File: src/rtl/iddrx2_deser_pkg.sv
// iddrx2_deser shared definitions: history depth, slip-offset width and the
// word-select helper used at each SCLK rising edge.
package iddrx2_deser_pkg;

    // Seven bits cover the oldest bit needed by the largest slip offset (3).
    localparam int HIST_W = 7;
    localparam int OFF_W  = 2;

    // win[0] is the newest captured bit b(k-1), win[i] is b(k-1-i).
    // Returns {Q3,Q2,Q1,Q0} = {b(k-1-off) .. b(k-4-off)}.
    function automatic logic [3:0] pick_word(input logic [HIST_W-1:0] win,
                                             input logic [OFF_W-1:0]  off);
        logic [3:0] w;
        w = '0;
        case (off)
            2'd0: w = {win[0], win[1], win[2], win[3]};
            2'd1: w = {win[1], win[2], win[3], win[4]};
            2'd2: w = {win[2], win[3], win[4], win[5]};
            2'd3: w = {win[3], win[4], win[5], win[6]};
        endcase
        return w;
    endfunction

endpackage

File: src/rtl/gsr_pur_assign.sv
// Global set/reset and power-up reset sources for the DDR I/O models.
// Both are inactive (1) in the default build; a board-level model can
// replace this module to exercise the global reset paths.
module gsr_pur_assign (
    output logic gsr,
    output logic pur
);

    assign gsr = 1'b1;
    assign pur = 1'b1;

endmodule

File: src/rtl/iddrx2_slip_ctrl.sv
// ALIGNWD rising-edge detect, lockout timer and word-slip offset register.
// A slip is accepted only on a rising edge while the lockout timer is idle;
// the timer then ignores further requests for LOCKOUT ECLK posedges.
module iddrx2_slip_ctrl
    import iddrx2_deser_pkg::*;
#(
    parameter int LOCKOUT = 4
) (
    input  logic             eclk,
    input  logic             rst_internal,
    input  logic             alignwd,
    output logic [OFF_W-1:0] off
);

    localparam logic [2:0] LOCK_LOAD = 3'(LOCKOUT);

    logic       align_prev;
    logic [2:0] lock_cnt;
    logic       accept;

    assign accept = alignwd && !align_prev && (lock_cnt == 3'd0);

    // Edge history, offset advance on accepted slips, lockout down-count.
    always_ff @(posedge eclk or posedge rst_internal) begin
        if (rst_internal) begin
            align_prev <= 1'b0;
            lock_cnt   <= 3'd0;
            off        <= '0;
        end else begin
            align_prev <= alignwd;
            if (accept) begin
                off      <= off + 1'b1;
                lock_cnt <= LOCK_LOAD;
            end else if (lock_cnt != 3'd0) begin
                lock_cnt <= lock_cnt - 3'd1;
            end
        end
    end

endmodule

File: src/rtl/iddrx2_deser.sv
// 1:4 DDR input deserializer. D is captured on both ECLK edges, SCLK = ECLK/2
// and a 4-bit word is presented at every SCLK rising edge.
// Optional macro IDDRX2_ALIGNWD_EN compiles in ALIGNWD word-slip support;
// without it the slip offset is fixed at 0 and ALIGNWD is ignored.
module iddrx2_deser
    import iddrx2_deser_pkg::*;
#(
    parameter string GSR     = "ENABLED",
    parameter int    LOCKOUT = 4
) (
    input  logic ECLK,
    input  logic RST,
    input  logic D,
    input  logic ALIGNWD,
    output logic SCLK,
    output logic Q0,
    output logic Q1,
    output logic Q2,
    output logic Q3,
    output logic VALID
);

    // Posedges remaining until the first word made only of post-reset bits.
    localparam logic [2:0] WARM_INIT = 3'd4;

    logic              gsr;
    logic              pur;
    logic              rst_internal;
    logic              sclk;
    logic              d_neg;
    logic [HIST_W-2:0] hist_pos;
    logic [HIST_W-1:0] window;
    logic [2:0]        warm_cnt;
    logic [3:0]        q_word;
    logic              valid;
    logic [OFF_W-1:0]  off;

    gsr_pur_assign u_gsr_pur (
        .gsr (gsr),
        .pur (pur)
    );

    assign rst_internal = (GSR == "ENABLED") ? (RST | ~(gsr & pur)) : (RST | ~pur);

`ifdef IDDRX2_ALIGNWD_EN
    iddrx2_slip_ctrl #(
        .LOCKOUT (LOCKOUT)
    ) u_slip_ctrl (
        .eclk         (ECLK),
        .rst_internal (rst_internal),
        .alignwd      (ALIGNWD),
        .off          (off)
    );
`else
    logic unused_alignwd;
    assign unused_alignwd = ALIGNWD;
    assign off = '0;
`endif

    // The negedge bit joins the posedge history as the newest entry, so the
    // full 7-bit history is available at the posedge that closes a word.
    assign window = {hist_pos, d_neg};

    // Falling-edge capture; a negedge before the first posedge after reset
    // precedes bit 0 and must not enter the history.
    always_ff @(negedge ECLK or posedge rst_internal) begin
        if (rst_internal) begin
            d_neg <= 1'b0;
        end else if (warm_cnt != WARM_INIT) begin
            d_neg <= D;
        end
    end

    // Divider, history shift, word load on SCLK rise and VALID warm-up timer.
    always_ff @(posedge ECLK or posedge rst_internal) begin
        if (rst_internal) begin
            sclk     <= 1'b0;
            hist_pos <= '0;
            warm_cnt <= WARM_INIT;
            q_word   <= '0;
            valid    <= 1'b0;
        end else begin
            sclk     <= ~sclk;
            hist_pos <= {hist_pos[HIST_W-4:0], d_neg, D};
            if (warm_cnt != 3'd0) begin
                warm_cnt <= warm_cnt - 3'd1;
            end
            if (!sclk) begin
                q_word <= pick_word(window, off);
                if (warm_cnt == 3'd0) begin
                    valid <= 1'b1;
                end
            end
        end
    end

    assign SCLK              = sclk;
    assign {Q3, Q2, Q1, Q0}  = q_word;
    assign VALID             = valid;

endmodule

File: config.mk
export PLATFORM = sky130hd
export DESIGN_NAME = iddrx2_deser
export DESIGN_NICKNAME = d
export VERILOG_FILES = /design/src/rtl/iddrx2_deser_pkg.sv /design/src/rtl/gsr_pur_assign.sv /design/src/rtl/iddrx2_slip_ctrl.sv /design/src/rtl/iddrx2_deser.sv
export SDC_FILE = /design/constraint.sdc
export NUM_CORES = 1
export LEC_CHECK = 0
export CORE_AREA = 5 5 42 44
export DETAILED_ROUTE_END_ITERATION = 12
export DIE_AREA = 0 0 47 49
export PLACE_DENSITY = 0.7
export SYNTH_ARGS = -nofsm -noshare
export SYNTH_HDL_FRONTEND = slang
export SYNTH_SLANG_ARGS = --single-unit
File: constraint.sdc
create_clock -name ECLK -period 1.35 [get_ports ECLK]
set_input_delay 0.27 -clock ECLK [delete_from_list [all_inputs] [get_ports ECLK]]
set_output_delay 0.27 -clock ECLK [all_outputs]
set_load 0.01 [all_outputs]
== After elaboration in Yosys (flattened, before gate mapping) ==
Cells that the tools add are included.
W data, S select, Z words.

* Input port bits: 4
* Logic and storage cells: 12
* Output and inout bits: 6
* Register bits after elaboration: 13

* Reductions and logical operators: 3
* Add/subtract/negate cells: 1
* Bitwise operators: 1
* Equal/unequal tests: 1

{| class="wikitable"
|+ Operator list
! operator !! number
|-
| $logic_not A3 Y1 || 1
|-
| $ne A3 B3 Y1 const B || 1
|-
| $reduce_bool A3 Y1 || 1
|-
| $sub A3 B1 Y3 const B || 1
|-
| $reduce_and A2 Y1 || 1
|-
| $not A1 Y1 || 1
|}

== Logic depth before layout (Yosys ltp) ==
Gate-level depths: netlist of run 1.

* Depth in word-level cells: 2
* Depth in mapped cells: 4
* Gate-level depth less buffers: 4

== By module ==
Synthesis of run 1 repeated with hierarchy kept, for this count alone.

* Cells, all modules: 35
* Area total of the unflattened synthesis: 496.7 µm²

{| class="wikitable"
|+ By module, submodules not included
! module !! area an instance (µm²) !! instances !! cells each
|-
| iddrx2_deser || 478.0 || 1 || 32
|-
| gsr_pur_assign || 18.8 || 1 || 3
|}

==> impl_metrics.toml, run 1 <==
[routing]
via_count = 284
vias_per_cell = 4.18
firstDrtPassIters = 1
detail_route.wl_per_cell_um = 11.2
first_iter_violations = 0
drc_errors = 0
wl_um = 761
antenna_violating_nets_post_route = 0

[clock_network]
clock-sinks = 13
cts_root_buf = "sky130_fd_sc_hd__clkbuf_4"
path_clk_slew_ps = 80
cts_tree = "yes"
ctsLongestPathBuffers = 2
htreeDepth = 1
tritoncts.num_buffers = 3
clock_latency_ps = 280
hold_fix_buffers_at_cts = 0

[yosys]
synth_seq_cells = 13
avgSynthCellArea_um2 = 15.3
mappedNetlistArea_um2 = 475
syn-num-nets = 37
ys.warnings.count = 0
seq_area_frac_synth_pct = 68.7
syn-instance-count = 31
synth.distinct_cells = 12

[setup_path]
critPathArrivalTime_ps = 1210
critical_path.startpoint_type = "flip-flop"
critical_path.max_stage_delay_ps = 380
crit_path_max_fanout = 2
worstSetupEndpointType = "flip-flop"
timing.critical_path.required_ps = 810
path_cells = "inv_2 > ha_4 > nand2_2 > mux2_4"
critical_setup_path_class = "flip-flop to flip-flop"
critical-path-slowest-cell = "sky130_fd_sc_hd__dfrtp_1"

[pwr]
power.ir.vdd_worst_uv = 631
power_leakage_nw = 0.315
power-per-cell-area_nw_per_um2 = 1010
total_power_uw = 688

[die]
design.die.area_um2 = 2300
dieWidth_um = 47
chipHeight_um = 49
floorplan.initialDensity_pct = 33.9
ios = 10
rows = 14
core_um2 = 1400

[placement]
placed_instances = 61
dp_hpwl_um = 552
globalplace.congestion = 0.682
place_worst_setup_slack_ps = -435
buffer_ports.inserted = 8

[sta]
timing.clock.skew_ps = 5.31
slew-limit-headroom_pct = 91.2
final.setup.tns_ps = -441
rsz0062_at_grt = "yes"
tightestPinTransition_ps = 128
report.final.slew_viol_count = 0
finalWorstSetupSlack_ps = -406
hold_violations = 0
timing.final.setup_violations = 2

[global_routing]
global_route.usage.total_pct = 8.24
vias_in_the_first_global_route = 305
grt.overflow.total = 0
maximum_number_of_pins_on_one_net_before_global_route_repair = 13
wire_length_of_the_first_global_routing_pass_um = 1290
antenna_violations_before_repair = 0

[run_status]
run_status = "complete, but fails checks"
violations = "setup timing"

[cells_and_area]
final_cells = 68
drive_above_1_share_pct = 44.2
area_delta_synth_final_pct = 43.4
leading_cell_types_in_the_layout_fill_and_taps_excluded = "11 x sky130_fd_sc_hd__dfrtp_1, 9 x sky130_fd_sc_hd__buf_4, 6 x sky130_fd_sc_hd__dlygate4sd2_1, 4 x sky130_fd_sc_hd__mux2_2, 3 x sky130_fd_sc_hd__clkbuf_4"
finalCoreUtilization_pct = 48.7
antennaDiodeCount = 0
num-nets-final = 59
layout_commonest_cell = "sky130_fd_sc_hd__dfrtp_1"

[job]
drv.max_cap_violation_count = 0

[worst_hold_path]
min-delay-path-class = "input port to async pin"
[worst max-delay path: cells and delay by family, from the launching register on]
kind | cells | cell delay [ps]
multiplexers | 1 | 290
flip-flops | 1 | 380
buffers and inverters | 1 | 80
adder cells (fa/ha/maj) | 1 | 140
AND/OR/NAND/NOR | 1 | 50
[metrics by stage]
stage	instance area, um^2	hold WS, ps
3_5_place_dp	639	377
3_3_place_gp	639	367
2_1_floorplan	494	146
4_1_cts	682	332
5_1_grt	682	331
6_report	682	315
[flip-flops by register name (all words and copies together), names as in the netlist]
| signal | count |
|---|---|
| q_word | 4 |
| hist_pos | 3 |
| warm_cnt | 3 |
| SCLK | 1 |
| VALID | 1 |
| d_neg | 1 |
[power breakdown]
part / internal (mW) / switching, mW / total [mW] / leakage, nW
sequential: 0.402 / 0.00462 / 0.406 / 0.149
combinational: 0.0210 / 0.0163 / 0.0373 / 0.148
clock: 0.110 / 0.134 / 0.244 / 0.0177
[synth_stat cells, drive strengths merged]
| cell type | count | area, um^2 |
|---|---|---|
| dfrtp | 11 | 275 |
| mux2 | 5 | 56.3 |
| inv | 4 | 15.0 |
| ha | 2 | 25.0 |
| mux2i | 2 | 20.0 |
| nand2b | 2 | 12.5 |
| dfrtn | 1 | 25.0 |
| dfstp | 1 | 26.3 |
| nand2 | 1 | 3.75 |
| o21bai | 1 | 7.51 |
| xnor2 | 1 | 8.76 |
[worst paths after layout]
path / from / to / slack [ps] / depth (start not counted)
setup / recovery: warm_cnt[0]$_DFFE_PP0P_ / d_neg$_DFFE_NP0P_ / -410 / 4
max in group asynchronous: RST / d_neg$_DFFE_NP0P_ / 510 / 2
hold / removal: RST / hist_pos[0]$_DFF_PP0_ / 310 / 3
min in group ECLK: hist_pos[0]$_DFF_PP0_ / hist_pos[2]$_DFF_PP0_ / 410 / 0
setup reg to reg: warm_cnt[0]$_DFFE_PP0P_ / d_neg$_DFFE_NP0P_ / -410 / 4
hold reg to reg: hist_pos[0]$_DFF_PP0_ / hist_pos[2]$_DFF_PP0_ / 410 / 0
[per-layer routing]
layer,track usage [%],share of wire (%)
met1,10.4,45
met2,10.4,42
met3,2.21,8.1
met4,8.29,4.7
met5,0,0
[area by class of cell]
class	count	area, um^2
flip-flops and latches	13	327
fillers	135	719
inverters	4	15.0
repair buffers	17	140
multi-input cells	14	153
well taps	16	20.0
clock buffers	3	22.5
clock inverters	1	5.00
[what timing repair did]
action                     CTS  global route
setup buffers                3             0
gates resized for setup      6             0
cloned                       0             0
pin swaps                    1             0
setup endpoints to repair    8             2
[kinds of logic after synthesis]
kind of cell	after synthesis	share of synthesized area [%]
DFF	13	68.7
muxes	7	16.1
buffers and inverters	4	3.16
and+or+nand+nor	3	3.42
adders and majority gates	2	5.26
AOI/OAI and AO/OA	1	1.58
xor gates and xnor gates	1	1.84
No activity file was read; power rests on OpenSTA's default activity.
==> run 2: changes to the inputs <==
--- a/config.mk
+++ b/config.mk
@@ -6,9 +6,12 @@
 export NUM_CORES = 1
 export LEC_CHECK = 0
 export CORE_AREA = 5 5 42 44
+export CTS_CLUSTER_DIAMETER = 100
+export CTS_CLUSTER_SIZE = 30
 export DETAILED_ROUTE_END_ITERATION = 12
 export DIE_AREA = 0 0 47 49
 export PLACE_DENSITY = 0.7
+export REMOVE_ABC_BUFFERS = 1
 export SYNTH_ARGS = -nofsm -noshare
 export SYNTH_HDL_FRONTEND = slang
 export SYNTH_SLANG_ARGS = --single-unit
==> impl_metrics.toml, run 2 (synthesis gave the netlist of run 1 again) <==
[run_status]
run_status = "complete, but fails checks"
violations = "setup timing"

[sta]
worst_hold_slack_ps = 336
final.setup.tns_ps = -442
report.final.slew_viol_count = 0
rsz0062_at_grt = "yes"
timing.clock.skew_ps = 9.36
slew-limit-headroom_pct = 91.8
hold_violations = 0
finalWorstSetupSlack_ps = -396
timing.final.setup_violations = 2
tightestPinTransition_ps = 119

[clock_network]
hold_fix_buffers_at_cts = 0
path_clk_slew_ps = 70
cts_tree = "yes"
htreeDepth = 1
ctsLongestPathBuffers = 2
tritoncts.num_buffers = 3
cts_root_buf = "sky130_fd_sc_hd__clkbuf_4"
clock_latency_ps = 270
clock-sinks = 13

[routing]
first_iter_violations = 2
vias_per_cell = 4.24
drc_errors = 0
firstDrtPassIters = 3
antenna_violating_nets_post_route = 0
wl_um = 724
via_count = 280
detail_route.wl_per_cell_um = 11.0

[placement]
buffer_ports.inserted = 8
place_worst_setup_slack_ps = -484
placed_instances = 60
total_cell_area_at_the_placement_stage_um2 = 613
dp_hpwl_um = 554
globalplace.congestion = 0.671

[setup_path]
critPathArrivalTime_ps = 1190
timing.critical_path.required_ps = 800
path_cells = "inv_2 > ha_4 > nand2_2 > mux2_4"
cp_top_family = "flip-flops"
worstSetupEndpointType = "flip-flop"
crit_path_max_fanout = 3
critical_path.startpoint_type = "flip-flop"
cp.buffers_inverters = 1
critical_path.max_stage_delay_ps = 370
critical-path-slowest-cell = "sky130_fd_sc_hd__dfrtp_1"
critical_setup_path_class = "flip-flop to flip-flop"

[global_routing]
antenna_violations_before_repair = 0
vias_in_the_first_global_route = 306
global_route.usage.total_pct = 8.16
wire_length_of_the_first_global_routing_pass_um = 1320
grt.overflow.total = 0
maximum_number_of_pins_on_one_net_before_global_route_repair = 13

[die]
floorplan.initialDensity_pct = 33.9
ios = 10
core_um2 = 1400
design.die.area_um2 = 2300
rows = 14
chipHeight_um = 49
dieWidth_um = 47

[worst_hold_path]
min-delay-path-class = "input port to async pin"

[cells_and_area]
num-nets-final = 57
final_cells = 66
layout_commonest_cell = "sky130_fd_sc_hd__dfrtp_1"
leading_cell_types_in_the_layout_fill_and_taps_excluded = "11 x sky130_fd_sc_hd__dfrtp_1, 7 x sky130_fd_sc_hd__buf_4, 6 x sky130_fd_sc_hd__dlygate4sd2_1, 4 x sky130_fd_sc_hd__mux2_2, 3 x sky130_fd_sc_hd__clkbuf_4"
largest_regs = "q_word x4, hist_pos x3, warm_cnt x3"
postLayoutCellArea_um2 = 666
registers.top_by_ff_count = "q_word"
largest_reg_flops = 4
drive_above_1_share_pct = 40.0
antennaDiodeCount = 0
finalCoreUtilization_pct = 47.5
area_delta_synth_final_pct = 40.0

[pwr]
power-per-cell-area_nw_per_um2 = 1010
power.ir.vdd_worst_uv = 428
power_leakage_nw = 0.304
total_power_uw = 673

[job]
drv.max_cap_violation_count = 0
## run 2: changes by cell type in the layout (fill, tap and decap cells not counted)
cell                       before  now
sky130_fd_sc_hd__buf_4          9    7
sky130_fd_sc_hd__clkbuf_1       0    1
sky130_fd_sc_hd__clkinv_2       1    0
## run 2: cell type report
| cell class | instances | area [um^2] |
|---|---|---|
| clock buffer | 4 | 26.3 |
| fill | 138 | 736 |
| timing repair buffer | 15 | 125 |
| inverter | 4 | 15.0 |
| multi-input combinational | 14 | 153 |
| tap | 16 | 20.0 |
| sequential | 13 | 327 |
## run 2: per-layer routing
metal	global-route usage (%)	wire length, um	vias to the layer above
met5	0	0	-
met4	5.53	0	0
met3	3.32	47	0
met2	10.9	357	5
met1	10.4	319	138
li1	-	-	137
## run 2: worst paths after layout
path	cells past startpoint	slack, ps	to	startpoint
hold reg to reg	0	380	hist_pos[2]$_DFF_PP0_	hist_pos[0]$_DFF_PP0_
setup / recovery	4	-400	d_neg$_DFFE_NP0P_	warm_cnt[1]$_DFFE_PP0P_
min in group ECLK	0	380	hist_pos[2]$_DFF_PP0_	hist_pos[0]$_DFF_PP0_
setup reg to reg	4	-400	d_neg$_DFFE_NP0P_	warm_cnt[1]$_DFFE_PP0P_
max in group asynchronous	2	500	d_neg$_DFFE_NP0P_	RST
hold / removal	3	340	q_word[1]$_DFFE_PP0N_	RST
## run 2: worst reg2reg max path: stages, from the launching register on
cell                      delay (ps)
sky130_fd_sc_hd__dfrtp_1         370
sky130_fd_sc_hd__inv_2            70
sky130_fd_sc_hd__ha_4            140
sky130_fd_sc_hd__nand2_2          50
sky130_fd_sc_hd__mux2_4          290
## run 2: power breakdown
part | internal (mW) | switching (mW) | total (mW)
combinational | 0.0210 | 0.0164 | 0.0374
clock | 0.114 | 0.115 | 0.230
sequential | 0.402 | 0.00442 | 0.406
total | 0.537 | 0.136 | 0.673
## run 2: timing repair
action | in CTS | in global routing
pin swaps | 2 | 0
resized for setup | 9 | 3
setup buffers | 1 | 1
endpoints found under the setup margin | 8 | 2
